===== src/rtl/perf_cntr_readout.sv =====
// Software read port for the 64-bit performance counters: 32-bit reads with a
// low-half snapshot so a following high-half read of the same counter is coherent.
module perf_cntr_readout #(
   parameter int NUM_CNTR = 10
) (
   input  logic                  clk,
   input  logic                  rst,
   input  logic                  perf_start,
   input  logic [NUM_CNTR*64-1:0] cntr_bus,
   input  logic                  rd_req,
   input  logic [15:0]           rd_sel,
   output logic                  rd_ack,
   output logic                  rd_err,
   output logic [31:0]           perf_cntr_out,
   output logic                  busy
);

   typedef enum logic [1:0] {IDLE, CAPT, RESP} state_t;
   typedef struct packed {
      logic       hi;
      logic [3:0] idx;
   } sel_t;

   localparam logic [4:0] NUM_LIM = 5'(NUM_CNTR);

   state_t            state, state_nxt;
   sel_t              sel_q;
   logic [63:0]       cap_q;
   logic [31:0]       shadow_hi;
   logic [3:0]        shadow_idx;
   logic              shadow_vld;
   logic [15:0][63:0] cntr_arr;
   logic              idx_ok;
   logic              shadow_hit;
   logic              unused_sel;

   // Pad to 16 entries so any 4-bit index selects something; missing counters read 0.
   generate
      for (genvar k = 0; k < 16; k++) begin : g_cntr
         if (k < NUM_CNTR) begin : g_live
            assign cntr_arr[k] = cntr_bus[64*k +: 64];
         end else begin : g_pad
            assign cntr_arr[k] = '0;
         end
      end
   endgenerate

   assign idx_ok     = {1'b0, sel_q.idx} < NUM_LIM;
   assign shadow_hit = shadow_vld && (shadow_idx == sel_q.idx);
   assign busy       = (state != IDLE);
   assign unused_sel = ^rd_sel[15:5];

   always_comb begin
      state_nxt = state;
      case (state)
         IDLE:    if (rd_req) state_nxt = CAPT;
         CAPT:    state_nxt = RESP;
         RESP:    state_nxt = IDLE;
         default: state_nxt = IDLE;
      endcase
   end

   always_ff @(posedge clk or negedge rst) begin
      if (!rst) begin
         state         <= IDLE;
         rd_ack        <= 1'b0;
         rd_err        <= 1'b0;
         perf_cntr_out <= '0;
         sel_q         <= '0;
         cap_q         <= '0;
         shadow_hi     <= '0;
         shadow_idx    <= '0;
         shadow_vld    <= 1'b0;
      end else begin
         state  <= state_nxt;
         rd_ack <= (state == RESP);
         if (state == IDLE && rd_req) sel_q <= sel_t'(rd_sel[4:0]);
         if (state == CAPT) cap_q <= cntr_arr[sel_q.idx];
         if (state == RESP) begin
            rd_err <= !idx_ok;
            if (!idx_ok) begin
               perf_cntr_out <= '0;
            end else if (!sel_q.hi) begin
               perf_cntr_out <= cap_q[31:0];
               shadow_hi     <= cap_q[63:32];
               shadow_idx    <= sel_q.idx;
               shadow_vld    <= 1'b1;
            end else if (shadow_hit) begin
               perf_cntr_out <= shadow_hi;
               shadow_vld    <= 1'b0;
            end else begin
               perf_cntr_out <= cap_q[63:32];
            end
         end
         // A new measurement always discards the snapshot, even one taken this cycle.
         if (perf_start) shadow_vld <= 1'b0;
      end
   end

endmodule


===== config.mk =====
export PLATFORM = sky130hd
export DESIGN_NAME = perf_cntr_readout
export DESIGN_NICKNAME = d
export VERILOG_FILES = /design/src/rtl/perf_cntr_readout.sv
export SDC_FILE = /design/constraint.sdc
export NUM_CORES = 1
export LEC_CHECK = 0
export BUFFER_PORTS_ARGS = -buffer_cell sky130_fd_sc_hd__buf_2
export CELL_PAD_IN_SITES_DETAIL_PLACEMENT = 2
export CELL_PAD_IN_SITES_GLOBAL_PLACEMENT = 2
export CORE_AREA = 2 2 271 273
export DETAILED_ROUTE_END_ITERATION = 6
export DIE_AREA = 0 0 273 275
export PLACE_DENSITY_LB_ADDON = 0.1
export RECOVER_POWER = 50
export SLEW_MARGIN = 10
export SYNTH_ARGS = -nofsm -noshare
export SYNTH_HDL_FRONTEND = slang
export SYNTH_SLANG_ARGS = --single-unit

===== constraint.sdc =====
create_clock -name clk -period 5.5 [get_ports clk]
set_input_delay 0.55 -clock clk [delete_from_list [all_inputs] [get_ports clk]]
set_output_delay 0.55 -clock clk [all_outputs]
set_load 0.05 [all_outputs]

* Word-level counts from Yosys, hierarchy flattened
Cells that the tools add are included.
** Storage, ports and cells
- Bits in registers :: 142
- Logic and storage cells :: 39
- Bits of input ports :: 660
- Output and inout port bits :: 35
** Operators by class
- Bitwise operators :: 1
- Equal/unequal tests :: 5
- Mux-type cells :: 12
- Reduce and logical (&&, ||, !) cells :: 9
- $lt $le $gt $ge :: 2
** Operators by type and width (count)
- 64-bit binary-select mux with 4-bit select :: 1
- 32-bit two-way mux :: 3
- 64-bit two-way mux :: 1
- 3-bit AND reduction :: 2
- 2-bit nonzero test :: 3
- 4-bit by 5-bit less-than comparator with 1-bit output, second input constant :: 1
- 1-bit two-way mux :: 5
- 4-bit equality test :: 1
- 4-bit less-than comparator, second input constant :: 1
- 2-bit case mux with 2 select lines :: 1
- 3-bit by 2-bit inequality test with 1-bit output, second input constant :: 1
- 2-bit by 1-bit equality test with 1-bit output, second input constant :: 1
- 2-bit equality test, second input constant :: 1
- 1-bit logical AND :: 2
- 2-bit logical NOT :: 1
- 2-bit two-way mux :: 1
- 2-bit inequality test, second input constant :: 1
- 1-bit logical NOT :: 1
- 1-bit NOT :: 1

* Logic depth before layout (Yosys ltp)
Gate-level depths: netlist of run 1.
- Word-level depth :: 7
- Mapped depth :: 8

* Worst setup path after synthesis of run 1
Ideal clock, no wire load.
- Path type :: flip-flop to flip-flop
- From :: register sel_q[1] (netlist bit)
- To :: register cap_q[35]
- Cell stages (with the launch flop) :: 7
- Period minus slack after synthesis :: 2086 ps
- Setup time :: 126 ps
- Path buffers :: 3
- Arrival :: 1960 ps
- Setup slack :: 3414 ps
- Data required time :: 5374 ps
- Cell sequence :: dfrtp_1 -> buf_2 -> clkbuf_1 -> buf_1 -> mux4_2 -> mux2_2 -> a221o_1
** Between the ends
- Cells in the longest elaborated chain, start to end :: 2
** Ends and longest elaborated chain
- start: declaration :: RTL line 27 : sel_t sel_q;
- start signal: assignment :: RTL line 77 : if (state == IDLE && rd_req) sel_q <= sel_t'(rd_sel[4:0]);
- 64-bit binary-select mux with 4-bit select :: RTL line 78 : if (state == CAPT) cap_q <= cntr_arr[sel_q.idx];
- 64-bit two-way mux (not written as such) :: RTL line 78
- end signal: assignment :: RTL line 78
- end: declaration :: RTL line 28 : logic [63:0] cap_q;
No other way between the ends. The select of a mux whose other input is x is not followed.
A chain may end at the register's enable or synchronous reset.

* Worst setup path in the final report of run 1
- From :: register state[0]
- To :: register perf_cntr_out[4]
** Between the ends
- Cells in the longest elaborated chain, start to end :: 1
** Ends and longest elaborated chain
- start: declaration :: RTL line 26 : state_t state, state_nxt;
- start signal: assignment :: RTL line 75 : state <= state_nxt;
- 2-bit equality test :: RTL line 79 : if (state == RESP) begin
- end signal: assignment :: RTL line 84 : perf_cntr_out <= cap_q[31:0];
- end signal: assignment :: RTL line 89 : perf_cntr_out <= shadow_hi;
- end signal: assignment :: RTL line 92 : perf_cntr_out <= cap_q[63:32];
- end: declaration :: RTL line 14 : output logic [31:0] perf_cntr_out,
No other way between the ends.

==> summary.txt, run 1 <==
Run status
  – Status: complete, but fails checks
  – Failing checks: capacitance limit, slew limit

Synth
  – Main synth FF type: dfrtp_1
  – Synth top area cells: dfrtp_1 (33%), mux4_2 (27%), mux2_2 (7.3%)
  – Largest family of logic cells by synthesized area: multiplexers
  – Top-area cell type share of the netlist area: 0.333
  – Synth Area in Compound Gates: 0.110
  – Synth Instances: 825
  – Post-synth EDFFs: 0
  – Synth warn: 0
  – Post-synth top cells: dfrtp_1 (142), mux4_2 (128), mux2_2 (69)
  – Post-Synth Adder-Cell Area: 0
  – Synth Area in Simple Gates: 0.0687
  – Syn_nets: 1485
  – Post-synthesis sequential area ratio: 0.333
  – Synth Area in XOR/XNOR: 0.000821
  – Post-Synthesis Cell Area: 10700 sq um
  – Multiplexer share of the synthesized area: 0.440
  – Ys async rst share: 1.00
  – Synth area leader: dfrtp_1
  – Most common cell in the netlist: dfrtp_1
  – Post-synth cell types: 31
  – Number of synthesized register bits: 142
  – Mean Syn Cell Area: 12.9 sq um

Final layout
  – Filler instances: 8245
  – Post-layout net count: 2101
  – Share of cells above drive strength 1: 0.623
  – Area grow syn2layout: 45.7%
  – Fin area: 15600 sq um
  – Register area: 3560 sq um
  – Footprint of the multi-input gates: 6660 sq um

Route
  – Routed WL: 55800 microns
  – Wirelength per Cell: 23.1 microns
  – Drt pass-1 iters: 5
  – Routed Antenna Nets: 0
  – DR iter-0 viols: 290
  – Post-DR vias/cell: 4.24
  – DR DRC count: 0
  – Via Count: 10.2k

Power and ir drop
  – Part of the power in registers: 0.334
  – Peak VDD IR: 0.188 mV
  – Switching Share: 0.419
  – Combinational Power Share: 0.473
  – Pleak: 6.79 nW
  – Clock share of power: 0.194
  – Cell Int Power: 3.61 mW
  – Psw: 2.60 mW
  – Cell Pwr Density: 399 nW/um^2

GRT
  – Grt ovf: 0
  – First-pass GRT wire length: 80700 microns
  – Vias in the first global route: 12.1k
  – Initial antenna violation count: 6
  – GRT Overall Usage: 0.146
  – Largest net degree at the start of global routing: 94

Min path
  – WHS Path Cells: 2
  – HP Class: in -> reg

Flow run
  – # Max-Cap Violations: 2

Timing
  – Tmin final: 3.76 ns
  – Setup-failing EPs final: 0
  – Final Slew Violations: 131
  – Highest clock rate: 266 MHz
  – Worst-margin pin slew: 2.70 ns
  – Setup TNS: 0 ns
  – Skew final: 0.0104 ns
  – RSZ-0062 raised after global routing: false
  – Slew headroom: -0.803
  – Period Utilization, post-route: 0.683
  – Final Hold Viols: 0

Setup path
  – Critical path arrival: 4.04 ns
  – Req. time, crit path: 5.79 ns
  – Critical path startpoint category: flip-flop
  – Crit. End Element: flip-flop
  – CP Class: reg -> reg
  – Crit path max fanout: 69
  – Cells on worst reg2reg path: 6

Placement
  – Hpwl dp: 43500 microns
  – PortBufs: 683
  – RD Place Congestion: 0.741
  – DP Area: 15000 sq um

Clock tree
  – CTS Buf Count: 17
  – CTS Buffer Depth: 2
  – Worst-path clk slew: 0.06 ns
  – Root Buffer: clkbuf_16
  – Hold Buf Count CTS: 0
  – Clk Latency, worst-skew pair: 0.45 ns
  – H-tree depth: 4
  – CTS Sinks: 142
  – Post-cts sizing count: 0
  – Post-CTS setup buffers: 0
  – CTS tree: yes

Floorplanning
  – Die W: 273 microns
  – Core area: 72300 sq um
  – Initial core utilization: 0.148
  – Die Y: 275 microns
  – Number of cell rows: 99
  – Num ports: 695
  – Die Area: 75100 sq um
-- registers in the layout (all words and copies together), names as in the netlist --
signal / count
cap_q: 64
perf_cntr_out: 32
shadow_hi: 32
sel_q: 5
shadow_idx: 4
state: 2
rd_ack: 1
rd_err: 1
shadow_vld: 1
-- final timing paths --
kind	from	slack, ns	to
worst max-delay path	state[0]	1.74	perf_cntr_out[4]
worst min-delay path	perf_start	0.28	shadow_vld
worst max register to register	state[0]	1.74	perf_cntr_out[4]
worst min register to register	shadow_hi[9]	0.49	shadow_hi[9]
max in group asynchronous	rst	2.54	sel_q[0]
min in group asynchronous	rst	0.89	perf_cntr_out[24]
-- through the flow --
step / total power [mW] / util / setup slack (ns) / hold slack (ns) / cells
floorplan: 3.97 / - / 3.41 / 0.254 / 825
global placement: 5.15 / 0.207 / 2.51 / 0.467 / 2381
detailed placement: 5.20 / 0.207 / 2.52 / 0.479 / 2381
CTS: 6.46 / 0.216 / 2.52 / 0.220 / 2411
global route: 6.70 / 0.215 / 1.29 / 0.253 / 2416
finish: 6.20 / 0.215 / 1.74 / 0.283 / 2416
-- critical path, stage by stage (launching register included) --
cell	delay, ns
dfrtp_1	0.40
nand2b_2	0.13
clkbuf_1	1.89
nor3_2	0.07
buf_4	0.47
a22oi_1	0.34
o211ai_1	0.14
-- layer usage --
metal | track usage | vias to the layer above | part of all wire
li1 | - | 4674 | -
met5 | 0 | - | 0
met1 | 0.161 | 5276 | 0.38
met2 | 0.280 | 258 | 0.57
met3 | 0.0319 | 25 | 0.045
met4 | 0.0338 | 0 | 0.013
-- power by group through the flow --
stage	combinational, mW	sequential, mW	clock [mW]
after floorplan	1.79	2.19	0
after global placement	3.04	2.12	0
after detailed placement	3.07	2.13	0
after CTS	3.07	2.12	1.27
after global routing	3.21	2.17	1.31
final	2.93	2.07	1.20
-- cell families after synthesis --
kind of cell / after synthesis
AO/OA/AOI/OAI: 134
XOR/XNOR: 1
buffers and inverters: 106
flip-flops: 142
multiplexers: 296
AND/OR/NAND/NOR: 146
-- layout make-up --
type / instances / share of cell area
clock inverters: 9 / 0.00700
multi-input cells: 577 / 0.428
well taps: 959 / 0.0772
inverters: 6 / 0.00145
repair buffers: 697 / 0.225
diodes: 5 / 0.000805
clock buffers: 21 / 0.0309
flip-flops and latches: 142 / 0.229
-- cell usage in the layout, fill, tap and decap left out, drive strengths merged, types with 6 or more instances in the layout --
master / Yosys / layout
mux2: 104 / 104
nor3: 65 / 65
dfrtp: 142 / 142
inv: 6 / 8
o211ai: 32 / 32
nor2: 6 / 6
clkbuf: 62 / 57
a221o: 64 / 64
nand2: 34 / 34
mux4: 128 / 128
mux2i: 64 / 64
nand4: 32 / 32
buf: 38 / 661
a22oi: 32 / 32
No activity file was read; power rests on OpenSTA's default activity.
==> inputs of run 2 (changes only) <==
--- a/config.mk
+++ b/config.mk
@@ -8,9 +8,9 @@
 export BUFFER_PORTS_ARGS = -buffer_cell sky130_fd_sc_hd__buf_2
 export CELL_PAD_IN_SITES_DETAIL_PLACEMENT = 2
 export CELL_PAD_IN_SITES_GLOBAL_PLACEMENT = 2
-export CORE_AREA = 2 2 271 273
+export CORE_AREA = 2 2 273 275
 export DETAILED_ROUTE_END_ITERATION = 6
-export DIE_AREA = 0 0 273 275
+export DIE_AREA = 0 0 275 277
 export PLACE_DENSITY_LB_ADDON = 0.1
 export RECOVER_POWER = 50
 export SLEW_MARGIN = 10
==> constraint.sdc (replaced) <==
create_clock -name clk -period 3.5 [get_ports clk]
set_input_delay 0.35 -clock clk [delete_from_list [all_inputs] [get_ports clk]]
set_output_delay 0.35 -clock clk [all_outputs]
set_load 0.05 [all_outputs]
==> run 2 against run 1 <==
The run still ends with capacitance limit, slew limit left. Non-clock buffer count up 14. Wire length up 2.8%. Total power up 60%. Largest cell class unchanged.
==> summary.txt, run 2 (synthesized netlist as in run 1, its figures left out) <==
Timing
  – Setup-failing EPs final: 0
  – Setup TNS: 0 ns
  – Skew final: 0.00901 ns
  – Highest clock rate: 396 MHz
  – Tmin final: 2.53 ns
  – Worst-margin pin slew: 1.53 ns
  – Period Utilization, post-route: 0.722
  – Final Slew Violations: 130
  – RSZ-0062 raised after global routing: false
  – Final Hold Viols: 0
  – Slew headroom: -0.0232
  – Final WS setup: 0.973 ns

Setup path
  – CP startpoint: sel_q[0]
  – Cell chain of the critical path: buf_12 > buf_4 > mux4_2 > mux2_2 > a221o_1
  – Critical path arrival: 2.86 ns
  – Largest delay contributor family on the critical path: multiplexers
  – Req. time, crit path: 3.83 ns
  – Crit. End Element: flip-flop
  – Crit path max fanout: 24
  – Buf/Inv on CP: 2
  – Crit-path slowest cell: dfrtp_4
  – Critical path startpoint category: flip-flop
  – Slowest Stage Delay on Critical Path: 0.62 ns
  – Crit Reg-Reg Startpoint: sel_q[0]
  – CP Class: reg -> reg

Final layout
  – Number of flip-flops in the largest register: 64
  – Area grow syn2layout: 48.0%
  – Regs by FF count: cap_q: 64 flops, perf_cntr_out: 32 flops, shadow_hi: 32 flops
  – Most frequent cells in the layout: buf_2 (648), dfrtp_1 (139), mux4_2 (128), mux2_2 (69)
  – Share of cells above drive strength 1: 0.625
  – Filler instances: 8362
  – Register area: 3560 sq um
  – Reg with most FFs: cap_q
  – Most common cell after layout, fill and taps aside: buf_2
  – Post-layout net count: 2115
  – Cell Count, Final, Fillers Out: 2444
  – Footprint of the multi-input gates: 6660 sq um

Placement
  – DP Worst Slack: 0.933 ns
  – Hpwl dp: 45100 microns
  – DP Cell Count: 2404
  – RD Place Congestion: 0.780
  – PortBufs: 683

Route
  – DR iter-0 viols: 273
  – Drt pass-1 iters: 4
  – Via Count: 10.3k
  – Wirelength per Cell: 23.5 microns
  – Post-DR vias/cell: 4.23
  – Routed Antenna Nets: 0
  – DR DRC count: 0
  – Routed WL: 57400 microns

Clock tree
  – Post-CTS setup buffers: 0
  – CTS Sinks: 142
  – CTS Buf Count: 17
  – CTS Buffer Depth: 2
  – H-tree depth: 4
  – Post-cts sizing count: 0
  – Root Buffer: clkbuf_16
  – Worst-path clk slew: 0.06 ns
  – Clk Latency, worst-skew pair: 0.45 ns
  – CTS tree: yes

GRT
  – Busiest layer in global routing: met2
  – Initial antenna violation count: 9
  – Met2 usage: 0.285
  – Vias in the first global route: 12.2k
  – GRT Overall Usage: 0.149
  – First-pass GRT wire length: 83300 microns
  – Largest net degree at the start of global routing: 130
  – GR Util met1: 0.168
  – Grt ovf: 0
  – GRT met3 Usage: 0.0338

Power and ir drop
  – Part of the power in registers: 0.326
  – Combinational Power Share: 0.477
  – Cell Int Power: 5.78 mW
  – Psw: 4.13 mW
  – Peak VDD IR: 0.286 mV
  – Cell Pwr Density: 627 nW/um^2
  – Pleak: 6.89 nW
  – Clock share of power: 0.196
  – Switching Share: 0.417

Floorplanning
  – Number of cell rows: 100
  – Core area: 73600 sq um
  – Die Area: 76200 sq um
  – Initial core utilization: 0.145
  – Die Y: 277 microns
  – Num ports: 695
  – Die W: 275 microns

Flow run
  – # Max-Cap Violations: 1

Run status
  – Failing checks: capacitance limit, slew limit
  – Status: complete, but fails checks

Min path
  – Hold_sp: perf_start
  – HP Class: in -> reg
-- run 2: metal layers --
layer | share of wire | wire length (microns)
met4 | 0.0098 | 562
met3 | 0.046 | 2610
met5 | 0 | 0
met2 | 0.56 | 32200
met1 | 0.38 | 22000
-- run 2: area by class of cell --
type,count,area share
Timing Repair Buffer,711,0.234
Inverter,6,0.00143
Antenna cell,7,0.00111
Clock buffer,24,0.0324
Clock inverter,8,0.00657
Tap cell,969,0.0768
Sequential cell,142,0.226
Multi-Input combinational cell,577,0.422
-- run 2: final timing paths --
check                      depth (start not counted)  slack [ns]             to
setup / recovery                                   5        0.97      cap_q[21]
hold / removal                                     2        0.05     shadow_vld
setup reg to reg                                   5        0.97      cap_q[21]
hold reg to reg                                    1        0.49  shadow_hi[12]
max in group asynchronous                          3        1.26      cap_q[62]
min in group asynchronous                          2        0.54      cap_q[23]
-- run 2: what timing repair did --
| action | CTS | global route |
|---|---|---|
| hold endpoints to repair | 34 | 0 |
| endpoints found under the setup margin | 0 | 0 |
| hold buffers | 1 | 0 |
-- run 2: power groups by stage --
stage	Clock (mW)	Sequential, mW	Combinational, mW
2_1_floorplan	0	3.44	2.81
3_3_place_gp	0	3.31	4.91
3_5_place_dp	0	3.32	4.95
4_1_cts	2.03	3.30	4.97
5_1_grt	2.09	3.37	5.19
6_report	1.95	3.23	4.73
-- run 2: worst register-to-register path: cells and delay by family (launching register included) --
kind                   cells  cell delay [ns]
DFF                        1             0.62
muxes                      2             0.84
AOI/OAI and AO/OA          1             0.32
buffers and inverters      2             0.63
-- run 2: stage by stage --
| stage | area, sq um | total power, mW | hold slack (ns) | utilization |
|---|---|---|---|---|
| after floorplan | 10700 | 6.25 | 0.0544 | - |
| after CTS | 15900 | 10.3 | 0.0122 | 0.215 |
| final | 15800 | 9.91 | 0.0487 | 0.215 |
| after detailed placement | 15200 | 8.27 | 0.475 | 0.207 |
| after global placement | 15200 | 8.22 | 0.469 | 0.207 |
| after global routing | 15800 | 10.7 | 0.0206 | 0.215 |
==> inputs of run 3 (changes only) <==
==> constraint.sdc (replaced) <==
create_clock -name clk -period 2.6 [get_ports clk]
set_input_delay 0.26 -clock clk [delete_from_list [all_inputs] [get_ports clk]]
set_output_delay 0.26 -clock clk [all_outputs]
set_load 0.05 [all_outputs]
==> run 3 against run 2 <==
The flow now finishes without violations. Sequential share of layout area is 0.39 points lower. Utilization grew 0.38 points. Worst setup slack lost 0.62 ns. Via count rose by 1.5%. Clock skew increased by 0.0037 ns. Flip-flop and latch count unchanged. Final cell count grew 1.2%. Clock power up 29%. Fmax up 12%. Register-to-register slack worse by 0.62 ns. Worst hold slack barely moved. Combinational power grew 42%. Critical endpoint is now cap_q[54]. Highest routed layer unchanged.
==> summary.txt, run 3 (synthesized netlist as in run 1, its figures left out) <==
Final layout
  – Most frequent cells in the layout: buf_2 (667), dfrtp_1 (139), mux4_2 (128), mux2_2 (69)
  – Filler instances: 8328
  – Most common cell after layout, fill and taps aside: buf_2
  – Regs by FF count: cap_q: 64 flops, perf_cntr_out: 32 flops, shadow_hi: 32 flops
  – Share of cells above drive strength 1: 0.642
  – Register area: 3560 sq um
  – Number of flip-flops in the largest register: 64
  – Area grow syn2layout: 50.6%
  – Post-layout net count: 2148
  – Reg with most FFs: cap_q
  – Footprint of the multi-input gates: 6660 sq um
  – End-of-flow core utilization: 0.218

Floorplanning
  – Die Area: 76200 sq um
  – Core area: 73600 sq um
  – Die W: 275 microns
  – Num ports: 695
  – Number of cell rows: 100
  – Die Y: 277 microns
  – Initial core utilization: 0.145

Flow run
  – # Max-Cap Violations: 0

Timing
  – Setup-failing EPs final: 0
  – Tmin final: 2.25 ns
  – Final Slew Violations: 0
  – Period Utilization, post-route: 0.864
  – Worst-margin pin slew: 1.24 ns
  – Highest clock rate: 445 MHz
  – RSZ-0062 raised after global routing: false
  – Setup TNS: 0 ns
  – Slew headroom: 0.173
  – Skew final: 0.0127 ns
  – Final Hold Viols: 0

GRT
  – Vias in the first global route: 12.2k
  – First-pass GRT wire length: 84000 microns
  – GRT Overall Usage: 0.151
  – Largest net degree at the start of global routing: 73
  – Grt ovf: 0
  – Initial antenna violation count: 6

Setup path
  – Critical path startpoint category: flip-flop
  – Crit path max fanout: 17
  – CP Class: reg -> reg
  – Setup crit end: cap_q[54]
  – Crit. End Element: flip-flop
  – Critical path arrival: 2.58 ns
  – Crit Reg-Reg Startpoint: sel_q[0]
  – Cells on worst reg2reg path: 5
  – Req. time, crit path: 2.93 ns
  – Reg-to-Reg End: cap_q[54]
  – Flop-to-flop setup slack: 0.35 ns
  – CP startpoint: sel_q[0]

Run status
  – Status: finished, final reports clean

Clock tree
  – Clk Latency, worst-skew pair: 0.45 ns
  – CTS Sinks: 142
  – CTS Buf Count: 17
  – Root Buffer: clkbuf_16
  – Worst-path clk slew: 0.07 ns
  – CTS tree: yes
  – H-tree depth: 4
  – Post-cts sizing count: 0
  – CTS Buffer Depth: 2

Placement
  – PortBufs: 683
  – Hpwl dp: 47300 microns
  – RD Place Congestion: 0.802

Route
  – Routed WL: 58000 microns
  – Routed Antenna Nets: 0
  – DR top layer: met4
  – Via Count: 10.5k
  – Drt pass-1 iters: 4
  – Routed met3 length: 2860 microns
  – Met1 WL: 22500 microns
  – Post-DR vias/cell: 4.25
  – DR iter-0 viols: 291
  – Wirelength per Cell: 23.5 microns
  – Met2 routed WL: 32100 microns
  – DR DRC count: 0

Power and ir drop
  – Peak VDD IR: 0.405 mV
  – Cell Pwr Density: 840 nW/um^2
  – Pleak: 7.12 nW

Min path
  – HP Class: in -> reg
  – Hold_sp: rd_sel[2]
## run 3: cell types whose count changed in the layout (fill, tap and decap cells not counted)
cell / before / now
buf_4: 15 / 40
buf_2: 648 / 667
clkbuf_1: 36 / 22
buf_12: 9 / 14
clkbuf_8: 7 / 3
diode_2: 7 / 4
clkinvlp_4: 4 / 2
clkbuf_4: 1 / 0
clkinv_2: 1 / 2
clkinv_4: 1 / 2
dlygate4sd3_1: 1 / 2
inv_6: 0 / 1
## run 3: worst min path at each step
stage	depth (start not counted)	to	slack (ns)
floorplan	0	cap_q[0]	-0.04
global placement	1	sel_q[3]	0.31
detailed placement	1	cap_q[25]	0.30
CTS	2	sel_q[4]	0.008
global route	2	sel_q[4]	0.01
finish	2	sel_q[2]	0.05
## run 3: area by class of cell
class,count,area share
clock inverter,9,0.00693
antenna,4,0.000623
timing repair buffer,744,0.251
multi-input combinational,577,0.414
clock buffer,22,0.0289
inverter,6,0.00140
tap,969,0.0754
sequential,142,0.222
## run 3: routing by layer
| metal | global-route usage | vias to the layer above |
|---|---|---|
| met2 | 0.286 | 279 |
| li1 | - | 4759 |
| met4 | 0.0274 | 0 |
| met5 | 0 | - |
| met1 | 0.171 | 5437 |
| met3 | 0.0347 | 27 |
## run 3: through the flow
stage          hold slack, ns  power, mW  setup slack, ns  cell area [sq um]  std cells
2_1_floorplan         -0.0356       8.41            0.514              10700        825
3_5_place_dp            0.303       11.4            0.334              15500       2436
5_1_grt                0.0136       14.5            0.261              16100       2473
3_3_place_gp            0.310       11.3            0.362              15500       2436
6_report               0.0491       13.5            0.353              16100       2473
4_1_cts               0.00753       14.0            0.310              16100       2469
## run 3: power breakdown
group | internal, mW | leakage, nW | switching, mW | total [mW]
clock | 1.46 | 0.277 | 1.05 | 2.51
combinational | 3.16 | 5.01 | 3.58 | 6.74
sequential | 3.27 | 1.84 | 0.977 | 4.25
## run 3: timing repair
item | CTS | global route
hold buffers | 2 | 0
buffers inserted | 0 | 0
endpoints found under the hold margin | 55 | 0
## run 3: critical path: stages, from the launching register on
cell	delay (ns)
dfrtp_4	0.46
buf_12	0.19
buf_4	0.30
mux4_2	0.54
mux2_2	0.28
a221o_1	0.32
